--- src/rtl/bpu_pkg.sv ---
// bpu_pkg: shared counter type, encodings and saturating-update helper for the branch predictor.
package bpu_pkg;
  typedef logic [1:0] ctr_t;
  localparam ctr_t CTR_SNT = 2'b00;
  localparam ctr_t CTR_WNT = 2'b01;
  localparam ctr_t CTR_WT  = 2'b10;
  localparam ctr_t CTR_ST  = 2'b11;
  function automatic ctr_t ctr_next(input ctr_t c, input logic taken);
    return taken ? ((c == CTR_ST) ? c : c + 2'd1) : ((c == CTR_SNT) ? c : c - 2'd1);
  endfunction
endpackage

--- src/rtl/bpu_sat_ctr.sv ---
// bpu_sat_ctr: combinational 2-bit saturating counter next state.
module bpu_sat_ctr
  import bpu_pkg::*;
(
  input  ctr_t ctr_i,
  input  logic taken_i,
  output ctr_t ctr_o
);
  assign ctr_o = ctr_next(ctr_i, taken_i);
endmodule

--- src/rtl/bpu_btb_2bit.sv ---
// bpu_btb_2bit: tagged BTB with 2-bit direction counters and one-cycle registered prediction.
// Define BPU_GSHARE_EN to index the counters by idx^history (gshare) with pred_hist/update_hist ports.
module bpu_btb_2bit
  import bpu_pkg::*;
#(
  parameter  int ENTRIES = 16,
  parameter  int PC_W    = 32,
  parameter  int TAG_W   = 8,
  localparam int IDX_W   = $clog2(ENTRIES)
) (
  input  logic             clk,
  input  logic             rst,
  input  logic             flush,
  input  logic             lookup_valid,
  input  logic [PC_W-1:0]  lookup_pc,
  output logic             pred_valid,
  output logic             pred_taken,
  output logic [PC_W-1:0]  pred_target,
`ifdef BPU_GSHARE_EN
  output logic [IDX_W-1:0] pred_hist,
  input  logic [IDX_W-1:0] update_hist,
`endif
  input  logic             update_valid,
  input  logic [PC_W-1:0]  update_pc,
  input  logic             update_taken,
  input  logic [PC_W-1:0]  update_target
);
  logic [ENTRIES-1:0] valid_q;
  logic [TAG_W-1:0]   tag_q [ENTRIES];
  logic [PC_W-1:0]    tgt_q [ENTRIES];
  ctr_t               ctr_q [ENTRIES];
  logic [IDX_W-1:0]   l_idx, u_idx, l_cidx, u_cidx;
  logic [TAG_W-1:0]   l_tag, u_tag;
  logic               l_hit, u_hit;
  ctr_t               u_ctr_nxt;
  logic               pred_valid_q, pred_taken_q, pred_taken_d;
  logic [PC_W-1:0]    pred_target_q, pred_target_d;
  logic               unused_pc;
  assign unused_pc = ^update_pc;
  assign l_idx = lookup_pc[IDX_W+1:2];
  assign u_idx = update_pc[IDX_W+1:2];
  assign l_tag = lookup_pc[IDX_W+2+TAG_W-1:IDX_W+2];
  assign u_tag = update_pc[IDX_W+2+TAG_W-1:IDX_W+2];
  assign l_hit = valid_q[l_idx] && (tag_q[l_idx] == l_tag);
  assign u_hit = valid_q[u_idx] && (tag_q[u_idx] == u_tag);
`ifdef BPU_GSHARE_EN
  logic [IDX_W-1:0] hist_q, pred_hist_q;
  assign l_cidx = l_idx ^ hist_q;
  assign u_cidx = u_idx ^ update_hist;
  assign pred_hist = pred_hist_q;
  always_ff @(posedge clk or posedge rst)
    if (rst) begin
      hist_q      <= '0;
      pred_hist_q <= '0;
    end else begin
      hist_q <= flush ? '0 : update_valid ? {hist_q[IDX_W-2:0], update_taken} : hist_q;
      if (lookup_valid) pred_hist_q <= hist_q;
    end
`else
  assign l_cidx = l_idx;
  assign u_cidx = u_idx;
`endif
  bpu_sat_ctr u_sat (
    .ctr_i   (ctr_q[u_cidx]),
    .taken_i (update_taken),
    .ctr_o   (u_ctr_nxt)
  );
  always_comb begin
    pred_taken_d  = l_hit && ctr_q[l_cidx][1];
    pred_target_d = pred_taken_d ? tgt_q[l_idx] : lookup_pc + PC_W'(4);
  end
  // Lookups read pre-update state: the prediction is registered from current arrays.
  always_ff @(posedge clk or posedge rst)
    if (rst) begin
      pred_valid_q  <= 1'b0;
      pred_taken_q  <= 1'b0;
      pred_target_q <= '0;
    end else begin
      pred_valid_q <= lookup_valid;
      if (lookup_valid) begin
        pred_taken_q  <= pred_taken_d;
        pred_target_q <= pred_target_d;
      end
    end
  always_ff @(posedge clk or posedge rst)
    if (rst) begin
      valid_q <= '0;
      for (int i = 0; i < ENTRIES; i++) ctr_q[i] <= CTR_WNT;
    end else if (flush) begin
      valid_q <= '0;
`ifdef BPU_GSHARE_EN
      for (int i = 0; i < ENTRIES; i++) ctr_q[i] <= CTR_WNT;
`endif
    end else if (update_valid && (u_hit || update_taken)) begin
      valid_q[u_idx] <= 1'b1;
      ctr_q[u_cidx]  <= u_hit ? u_ctr_nxt : CTR_WT;
    end
  // Tags and targets need no reset; valid gates their use.
  always_ff @(posedge clk)
    if (!rst && !flush && update_valid && update_taken) begin
      tag_q[u_idx] <= u_tag;
      tgt_q[u_idx] <= update_target;
    end
  assign pred_valid  = pred_valid_q;
  assign pred_taken  = pred_taken_q;
  assign pred_target = pred_target_q;
endmodule

--- config.mk ---
export PLATFORM = sky130hd
export DESIGN_NAME = bpu_btb_2bit
export DESIGN_NICKNAME = d
export VERILOG_FILES = /design/src/rtl/bpu_pkg.sv /design/src/rtl/bpu_sat_ctr.sv /design/src/rtl/bpu_btb_2bit.sv
export SDC_FILE = /design/constraint.sdc
export NUM_CORES = 1
export LEC_CHECK = 0
export CORE_UTILIZATION = 55
export DETAILED_ROUTE_END_ITERATION = 6
export PLACE_DENSITY = 0.73
export SETUP_SLACK_MARGIN = 0.05
export SLEW_MARGIN = 20
export SYNTH_ARGS = -nofsm -noshare
export SYNTH_HDL_FRONTEND = slang
export SYNTH_SLANG_ARGS = --single-unit
--- constraint.sdc ---
create_clock -name clk -period 2.9 [get_ports clk]
set_input_delay 0.58 -clock clk [delete_from_list [all_inputs] [get_ports clk]]
set_output_delay 0.58 -clock clk [all_outputs]
set_load 0.01 [all_outputs]
### After elaboration in Yosys (flattened, before gate mapping)

Memories as Yosys holds them, arrays and structs flattened.
Cells that the tools add are included.

* bits in writable memories: 640
* register bits after elaboration: 82
* word-level logic and storage cells: 77
* memories kept: 2

Memory list
* tgt_q: words 16, width 32, rd ports 1, clocked after memory_dff 0, write ports 1, RTL line bpu_btb_2bit.sv:30 `logic [PC_W-1:0] tgt_q [ENTRIES];`
* tag_q: words 16, width 8, rd ports 2, clocked after memory_dff 0, write ports 1, RTL line bpu_btb_2bit.sv:29 `logic [TAG_W-1:0] tag_q [ENTRIES];`

* add/subtract/negate cells: 3
* bitwise operators: 4
* reductions and logical operators: 15
* order comparisons: 6
* multiplexer cells: 24
* equality and inequality tests: 3

Operators by type and width (number)
* adder 32 x 3 -> 32 bit, second input constant: 1
* bitwise mux 32 bit: 1
* two-way mux 16 bit: 2
* two-way mux 32 bit: 1
* two-way mux 2 bit: 9
* binary-select mux 2 bit (select 4 bit): 2
* equality test 8 bit: 2
* OR 16 bit: 1
* >= comparator 5 bit, second input constant: 2
* less-than comparator 4 x 5 -> 1 bit, second input constant: 2
* inverter 4 -> 5 bit: 2
* logical AND 1 bit: 9
* binary-select mux 1 bit (select 4 bit): 2
* demux 2 bit (select 4 bit): 1
* less-than comparator 5 x 1 -> 1 bit, second input constant: 1
* two-way mux 1 bit: 5
* demux 1 bit (select 4 bit): 1
* >= comparator 4 x 1 -> 1 bit, second input constant: 1
* adder 2 x 1 -> 2 bit, second input constant: 1
* equality test 2 bit, second input constant: 1
* zero test 1 bit: 2
* zero test 2 bit: 1
* AND reduction 2 bit: 1
* nonzero test 2 bit: 1
* 3 further kinds: 3

### Longest topological paths before layout

Gate-level depths: netlist of the first run.

* depth after elaboration: 9
* gate-level depth with buffers: 13
* mapped depth without buffers: 7

### Hierarchy

Synthesis of the first run repeated with hierarchy kept, for this count alone.

* cells, all modules: 1512
* area total of the unflattened synthesis: 30093.9 µm²

By module, submodules not included
* bpu_btb_2bit: cells each 1509, area an instance 30067.6 µm², sequential area each 21290.4 µm², instances 1
* bpu_sat_ctr: cells each 3, area an instance 26.3 µm², sequential area each 0.0 µm², instances 1

### Worst setup path after synthesis of the first run

No wires, ideal clock.

* path kind: input-to-reg
* start point: in update_pc[3]
* end point: mem tag_q[0][0], enable pin
* data required time: 2.463 ns
* library setup time: 0.437 ns
* buffers on the path: 3
* data arrival time: 3.366 ns
* setup slack: -0.903 ns
* stages: 6
* cell sequence: buf_2 buf_2 clkbuf_1 nor4_1 nand2b_1 nor2_1

RTL lines
* from (decl): RTL line bpu_btb_2bit.sv:24 `input logic [PC_W-1:0] update_pc,`
* to (decl): RTL line bpu_btb_2bit.sv:29

No word-level cell before the write port.

==> results.yml, run 1 <==
worst_setup_path:
  ff2ff_setup_slack_ns: 0.12
  crit_fanout: 58
  worstRegToRegCells: 8
  cp_slowest_stage_delay_ns: 0.55
  cp.arrival_ns: 3.33
  r2r-start: "tag_q[9][2]"
  crit_family: "multiplexers"
  start_kind: "register"
  worst_setup_path_end_kind: "register"
  critical_path.cell_chain: "mux4_1 -> mux4_2 -> xor2_1 -> nor3_2 -> nand4_1 -> buf_12 -> or3_1 -> nand3_1"
  crit_type: "reg2reg"
  reg2reg_to: "pred_target[1]"
  cp_slowest_cell: "mux4_2"
  cp.required_ns: 3.44
  worst-path-buf-inv: 1
timing:
  tightest_slew_ns: 0.768
  setup_violations: 0
  skew_ns: 0.0178
  fin_crit_sh_pct: 96.0
  max-slew-margin-rel_pct: 48.8
  finalHoldViolations: 0
  clock.fmax_mhz: 359
  timing.final.ws_setup_ns: 0.116
  fin_hold_ws_ns: 0.463
  rsz0062_at_grt: "yes"
  slew_viol_final: 0
  fin_crit_ns: 2.78
placement:
  portBuffers: 115
  globalplace.congestion: 0.925
  dp_hpwl_mm: 48.4
  post-place-cells: 2660
  pre_cts_ws_ns: -0.686
  place_area_um2: 34700
drt:
  drc: 0
  detail-route-antenna-nets: 0
  wire_per_inst_um: 28.8
  postRouteWirelength_mm: 80.6
  drtIter0Drc: 1874
  num_vias: 18100
  drt-pass1-iter-count: 5
  viasPerCell: 6.48
power_and_ir_drop:
  finalPower_mw: 23.1
  switching_share_pct: 22.2
  internal_power_mw: 18.0
  p_switching_mw: 5.14
  powerDensity_nw_per_um2: 622
  leakagePower_nw: 12.4
  pwr-share-comb_pct: 8.6
  p_clk_share_pct: 41.3
  p_seq_share_pct: 50.1
  peakVddDrop_uv: 514
grt:
  grt_pass1_vias: 18500
  antenna_found_initial: 1
  grt_pass1_wl_mm: 119
  grt_max_degree: 70
  grt_overflow: 0
  grt_usage_pct: 29.0
synthesis:
  synth_nets: 1825
  yosysWarnings: 0
  async_flop_share_pct: 11.4
  ys_types: 55
  synth_flop_cell: "edfxtp_1"
  syn_area_per_cell_um2: 18.0
  synth_area_um2: 31000
  ys_seq_elements: 722
  synth_edf_count: 640
  syn_inst: 1722
  ys_top_cells_by_area: "edfxtp_1, mux4_2, dfrtp_1, nand3_1, dfstp_2"
  ys_seq_area_share_pct: 68.7
  yosys.area.top_type_share_pct: 62.0
  synth_top_area_cell: "edfxtp_1"
floorplanning:
  die_h_um: 239
  rows: 86
  coreArea_um2: 55400
  dieWidth_um: 239
  start_util_pct: 55.9
  dieArea_um2: 57300
  ios: 136
clock_network:
  cts_hold_buf: 0
  clk_pin_slew_ns: 0.06
  clock_path_buffers: 3
  cts_buffers: 74
  root_buffer: "clkbuf_16"
  clkLatencyLatePin_ns: 0.62
  htreeDepth: 3
  cts_tree: "done"
  cts.sinks: 722
final_layout:
  final_cells: 2796
  syn2layout_area_growth_pct: 20.0
  final_cell_area_um2: 37200
  final_cell_mix: "edfxtp_1, mux4_2, buf_4, clkdlybuf4s50_1, nand3_1"
  nets: 2091
  drive_gt1_share_pct: 29.5
  mostFrequentLayoutCell: "edfxtp_1"
hold_path:
  holdPathEnd: "pred_valid"
  worstHoldStart: "lookup_valid"
  min_path_type: "in2reg"
  min_path_cells: 1
run_status:
  status: "completed"
job:
  maxCapViolCount: 0
==> through the flow <==
stage / util, % / setup TNS, ns
2_1_floorplan: - / -135.10
3_3_place_gp: 62.6 / -42.75
3_5_place_dp: 62.6 / -60.48
4_1_cts: 67.0 / 0
5_1_grt: 67.1 / 0
6_report: 67.1 / 0
==> power by group through the flow <==
stage	Sequential, mW	Clock [mW]	Combinational (mW)
2_1_floorplan	11.8	0	1.03
3_3_place_gp	11.8	0	1.93
3_5_place_dp	11.8	0	1.97
4_1_cts	11.6	9.69	1.98
5_1_grt	11.6	10.0	2.11
6_report	11.6	9.55	1.98
==> logic make-up after synthesis <==
group                    synth area share, %
AO/OA/AOI/OAI                           2.52
XOR/XNOR                                1.21
adder cells (fa/ha/maj)                0.105
buffers and inverters                   2.12
flip-flops                              68.7
multiplexers                            18.5
AND/OR/NAND/NOR                         6.82
==> worst register-to-register path, delay by kind of cell (launching register included) <==
family | cells | cell delay, ns
mux | 2 | 1.07
simple gates | 4 | 0.86
xor+xnor | 1 | 0.18
flops | 1 | 0.40
buf+inv | 1 | 0.22
==> cell type report <==
cell class / count / area, µm²
sequential: 722 / 21300
fill: 3648 / 18300
multi-input combinational: 850 / 9210
timing repair buffer: 311 / 3170
clock buffer: 94 / 2040
tap: 748 / 936
clock inverter: 41 / 405
inverter: 29 / 110
antenna: 1 / 2.50
==> synth_stat cells (25+ instances only) <==
cell type,number
nand4_1,35
nor2_1,54
mux4_2,236
a21oi_1,25
inv_1,26
dfrtp_1,66
nor2b_1,39
or3_1,35
edfxtp_1,640
clkbuf_1,59
mux2i_1,35
nand2_1,87
a31oi_1,31
nand3_1,97
xnor2_1,26
buf_2,35
==> per-layer routing <==
metal | global-route usage, % | vias up | part of all wire (%)
met5 | 0 | - | 0
met4 | 10.0 | 0 | 3.3
met3 | 6.70 | 179 | 9.1
met2 | 46.3 | 958 | 49
met1 | 39.7 | 9409 | 39
li1 | - | 7583 | -
==> sequential cells by signal (all words and copies together) (netlist names) <==
name / flops
pred_target: 32
pred_taken: 1
pred_valid: 1
tag_q: 128
tgt_q: 512
ctr_q: 32
valid_q: 16
==> repair_timing <==
item,in CTS,in global routing
setup buffers,0,0
gates cloned,0,0
gates resized for setup,1,12
endpoints found under the setup margin,1,32
==> worst max-delay path by stage <==
stage          depth (start not counted)               to          from
2_1_floorplan                          6      tag_q[0][0]  update_pc[3]
6_report                               8   pred_target[1]   tag_q[9][2]
3_5_place_dp                          11  pred_target[31]  lookup_pc[5]
3_3_place_gp                          11  pred_target[31]  lookup_pc[5]
4_1_cts                               11  pred_target[31]  lookup_pc[5]
5_1_grt                                8  pred_target[31]   tag_q[9][2]
Note: power is estimated with default switching activity, not from simulation.
==> run 2: changes to the inputs <==
- ABC_CLOCK_PERIOD_IN_PS: not set -> 2900
- CORE_UTILIZATION: 55 -> 40
- PLACE_DENSITY: 0.73 -> 0.57
- SETUP_SLACK_MARGIN: 0.05 -> not set
==> run 2 against run 1 <==
Compared with the run above:
- register-to-register slack better by 0.02 ns
- utilization fell by 18 points
- non-clock buffer count down 24
- sequential share of layout area down 0.33 points
- via count is 3.7% lower
- final cell count is 9.3% higher
- highest routed layer is now met5
- critical endpoint is now pred_target[15]
- global-route usage shrank 8.0 points
- die area is 37% higher
- sequential power hardly changed
- worst setup slack gained 0.016 ns
- routed wire length rose by 0.32%
==> results.yml, run 2 (same netlist as run 1, synthesis figures left out) <==
final_layout:
  reg_top3: "tgt_q (512), tag_q (128)"
  utilization_pct: 49.0
  final_cell_mix: "edfxtp_1, mux4_2, buf_4, clkdlybuf4s50_1, nand3_1"
  seq_area_um2: 21300
  top_register: "tgt_q"
  multi_input_area_um2: 9170
  drive_gt1_share_pct: 27.8
  largest_reg_flops: 512
  nFillCells: 6382
  mostFrequentLayoutCell: "edfxtp_1"
  syn2layout_area_growth_pct: 20.7
  antennaDiodeCount: 0
  nets: 2069
clock_network:
  cts_hold_buf: 0
  cts_tree: "done"
  clk_pin_slew_ns: 0.06
  cts_buffers: 76
  clkLatencyLatePin_ns: 0.63
  cts.sinks: 722
  htreeDepth: 3
  cts-resized-gates: 0
  root_buffer: "clkbuf_16"
  clock_path_buffers: 3
  post_cts_buffers: 0
floorplanning:
  start_util_pct: 40.6
  coreArea_um2: 76300
  die_h_um: 280
  rows: 101
  dieWidth_um: 280
  ios: 136
  dieArea_um2: 78600
hold_path:
  holdPathEnd: "pred_valid"
  worstHoldStart: "lookup_valid"
  min_path_cells: 1
  min_path_type: "in2reg"
timing:
  finalHoldViolations: 0
  slew_viol_final: 0
  rsz0062_at_grt: "no"
  setup-tns-final_ns: 0
  setup_violations: 0
  max-slew-margin-rel_pct: 49.8
  fin_crit_ns: 2.77
  clock.fmax_mhz: 361
  skew_ns: 0.0289
  fin_hold_ws_ns: 0.143
  tightest_slew_ns: 0.753
  fin_crit_sh_pct: 95.4
drt:
  postRouteWirelength_mm: 80.8
  drtIter0Drc: 1706
  drt-pass1-iter-count: 7
  wire_per_inst_um: 26.5
  detail-route-antenna-nets: 0
  drc: 0
  viasPerCell: 5.71
  num_vias: 17500
worst_setup_path:
  cp.required_ns: 3.44
  worst_setup_path_end_kind: "register"
  r2r-start: "tag_q[6][2]"
  crit_fanout: 58
  cp.arrival_ns: 3.31
  ff2ff_setup_slack_ns: 0.14
  start_kind: "input port"
  cp-startpoint: "lookup_pc[5]"
  crit_type: "in2reg"
  reg2reg_to: "pred_target[15]"
  worstRegToRegCells: 8
power_and_ir_drop:
  p_switching_mw: 5.18
  switching_share_pct: 22.4
  peakVddDrop_uv: 408
  p_clk_share_pct: 41.6
  powerDensity_nw_per_um2: 618
  leakagePower_nw: 12.2
  pwr-share-comb_pct: 8.3
  internal_power_mw: 17.9
  p_seq_share_pct: 50.1
grt:
  grt_overflow: 0
  antenna_found_initial: 3
  grt_pass1_wl_mm: 119
  grt_pass1_vias: 17700
  grt_max_degree: 124
  grt_usage_pct: 21.0
placement:
  dp_hpwl_mm: 50.0
  portBuffers: 115
  globalplace.congestion: 0.849
run_status:
  status: "completed"
job:
  maxCapViolCount: 0
[run 2: cell types whose count changed in the layout (fill, tap and decap cells not counted), moves of 5 or more]
cell / change
clkbuf_1: +6
o311ai_1: -5
buf_12: +7
clkinv_2: -10
clkinv_1: +7
o311ai_0: +5
buf_4: -31
[run 2: how the worst max path moves through the flow]
stage | slack [ns] | end | depth (start not counted)
finish | 0.13 | pred_target[15] | 10
global route | 0.04 | ctr_q[8] | 11
CTS | 0.14 | pred_target[15] | 8
detailed placement | -0.48 | ctr_q[20] | 11
global placement | -0.45 | pred_target[8] | 10
floorplan | -0.29 | tag_q[0][0] | 6
[run 2: cell type report]
class                      instances  area share [%]
clock buffer                      99            5.46
clock inverter                    38            1.09
inverter                          29           0.298
multi-input combinational        850            24.5
sequential                       722            57.0
tap                             1030            3.45
timing repair buffer             287            8.22
[run 2: metal layers]
layer	share of wire (%)	global-route usage, %
met5	0.053	0
met2	47	32.9
met1	44	30.3
met3	6.5	3.71
met4	2.4	5.72
[run 2: power by group through the flow]
stage / registers (mW) / clock network [mW] / logic [mW]
floorplan: 11.8 / 0 / 1.02
global placement: 11.8 / 0 / 1.91
detailed placement: 11.8 / 0 / 1.93
CTS: 11.6 / 9.76 / 1.94
global route: 11.6 / 10.2 / 2.07
finish: 11.6 / 9.60 / 1.92
[run 2: critical path: stages]
cell	delay (ns)
clkdlybuf4s50_1	0.51
buf_12	0.16
mux4_2	0.31
mux4_2	0.49
xor2_1	0.16
nor3_2	0.18
nand4_1	0.17
buf_12	0.23
or3_1	0.40
nand3_1	0.10
[run 2: metrics by stage]
| stage | cell area (µm²) | total power [mW] | setup slack, ns | std cells |
|---|---|---|---|---|
| 2_1_floorplan | 31100 | 12.8 | -0.292 | 1722 |
| 3_3_place_gp | 34900 | 13.7 | -0.449 | 2918 |
| 3_5_place_dp | 34900 | 13.7 | -0.481 | 2918 |
| 4_1_cts | 37400 | 23.3 | 0.143 | 3055 |
| 5_1_grt | 37400 | 23.8 | 0.0373 | 3055 |
| 6_report | 37400 | 23.1 | 0.132 | 3055 |
==> run 3: changes to the inputs <==
- CAP_MARGIN: not set -> 25
- REMOVE_ABC_BUFFERS: not set -> 1
==> run 3 against run 2 <==
Compared with the run above:
- the run now ends with DRC left
- register-to-register slack better by 0.04 ns
- sequential share of layout area is 0.69 points lower
- hold slack better by 0.28 ns
- power is 0.63% higher
- die area stayed put
- critical endpoint is now pred_target[19]
==> results.yml, run 3 (same netlist as run 1, synthesis figures left out) <==
run_status:
  status: "finished, violations left"
  violations: "DRC"
power_and_ir_drop:
  peakVddDrop_uv: 425
  p_seq_share_pct: 49.8
  switching_share_pct: 23.1
  p_clk_share_pct: 41.7
  pwr-share-comb_pct: 8.5
  internal_power_mw: 17.9
  p_switching_mw: 5.36
  powerDensity_nw_per_um2: 614
  leakagePower_nw: 12.4
worst_setup_path:
  crit_type: "in2reg"
  reg2reg_to: "pred_target[19]"
  start_kind: "input port"
  worstSetupEndpoint: "pred_target[19]"
  worstRegToRegCells: 8
  cp-startpoint: "lookup_pc[5]"
  cp.arrival_ns: 3.31
  crit_fanout: 58
  worst_setup_path_end_kind: "register"
  cp_slowest_stage_delay_ns: 0.51
  r2r-start: "tag_q[5][2]"
  ff2ff_setup_slack_ns: 0.18
  critical_path.cell_chain: "clkdlybuf4s50_1 -> buf_12 -> mux4_2 -> mux4_2 -> xor2_1 -> nor3_2 -> nand4_1 -> buf_12 -> or3_1 -> nand3_1"
  cp.required_ns: 3.46
  cp_slowest_cell: "mux4_2"
grt:
  grt_max_degree: 95
  grt_pass1_wl_mm: 122
  grt_usage_pct: 21.4
  grt_overflow: 0
  grt_pass1_vias: 18100
  antenna_found_initial: 4
timing:
  setup_violations: 0
  fin_hold_ws_ns: 0.425
  max-slew-margin-rel_pct: 52.6
  finalHoldViolations: 0
  fin_crit_ns: 2.75
  fin_crit_sh_pct: 94.8
  setup-tns-final_ns: 0
  skew_ns: 0.0385
  tightest_slew_ns: 0.711
  slew_viol_final: 0
  clock.fmax_mhz: 364
  rsz0062_at_grt: "no"
clock_network:
  cts_hold_buf: 0
  cts_tree: "done"
  cts.sinks: 722
  cts_buffers: 79
  clock_path_buffers: 3
  root_buffer: "clkbuf_16"
  htreeDepth: 3
  cts-resized-gates: 0
  clk_pin_slew_ns: 0.06
  post_cts_buffers: 0
  clkLatencyLatePin_ns: 0.65
final_layout:
  drive_gt1_share_pct: 29.1
  utilization_pct: 49.6
  largest_reg_flops: 512
  final_cells: 3097
  nets: 2103
  syn2layout_area_growth_pct: 22.1
  reg_top3: "tgt_q (512), tag_q (128)"
  final_cell_area_um2: 37800
  final_cell_mix: "edfxtp_1, mux4_2, buf_4, clkdlybuf4s50_1, nand3_1"
  mostFrequentLayoutCell: "edfxtp_1"
  top_register: "tgt_q"
drt:
  num_vias: 17800
  drtIter0Drc: 1742
  drc: 4
  wire_per_inst_um: 26.8
  detail-route-antenna-nets: 0
  viasPerCell: 5.74
  drt-pass1-iter-count: 7
  postRouteWirelength_mm: 83.0
floorplanning:
  dieArea_um2: 78600
  start_util_pct: 40.6
  rows: 101
  coreArea_um2: 76300
  die_h_um: 280
  ios: 136
  dieWidth_um: 280
placement:
  place_area_um2: 35300
  dp_hpwl_mm: 52.8
  post-place-cells: 2949
  globalplace.congestion: 0.894
  portBuffers: 115
hold_path:
  min_path_type: "in2reg"
job:
  maxCapViolCount: 0
-- run 3: power by group through the flow --
| stage | clock network [mW] | logic (mW) | registers (mW) |
|---|---|---|---|
| 4_1_cts | 9.89 | 1.98 | 11.6 |
| 3_3_place_gp | 0 | 1.95 | 11.8 |
| 5_1_grt | 10.3 | 2.10 | 11.6 |
| 3_5_place_dp | 0 | 1.98 | 11.8 |
| 6_report | 9.69 | 1.97 | 11.6 |
| 2_1_floorplan | 0 | 0.815 | 11.8 |
-- run 3: worst min path at each step --
stage / from / to / slack [ns] / cells past startpoint
final: lookup_valid / pred_target[22] / 0.42 / 3
after global routing: lookup_valid / pred_target[22] / 0.43 / 3
after CTS: lookup_valid / pred_target[22] / 0.39 / 3
after detailed placement: pred_taken / pred_taken / 0.47 / 1
after global placement: pred_taken / pred_taken / 0.47 / 1
after floorplan: ctr_q[10] / ctr_q[10] / 0.46 / 2
-- run 3: metrics by stage --
stage          setup WS [ns]  total power, mW
6_report               0.150             23.2
5_1_grt               0.0642             24.0
4_1_cts                0.141             23.4
3_5_place_dp          -0.513             13.8
3_3_place_gp          -0.458             13.7
2_1_floorplan         -0.979             12.6
-- run 3: worst max-delay path: cells and delay by family --
family                    cells  cell delay, ns
xor gates and xnor gates      1            0.17
buffers and inverters         3            0.89
muxes                         2            0.81
and+or+nand+nor               4            0.82
-- run 3: final cells by class --
type                       instances  area, µm²
fill                            6388      38500
clock buffer                      96       2050
tap                             1030       1290
inverter                          29        111
sequential                       722      21300
clock inverter                    51        465
multi-input combinational        850       9160
timing repair buffer             318       3460
antenna                            1       2.50
-- run 3: metal layers --
| metal | track usage (%) | vias up | share of wire, % |
|---|---|---|---|
| met2 | 35.1 | 631 | 50 |
| met1 | 30.3 | 9404 | 43 |
| li1 | - | 7615 | - |
| met3 | 3.31 | 120 | 6.0 |
| met4 | 4.86 | 4 | 1.8 |
| met5 | 0 | - | 0.031 |
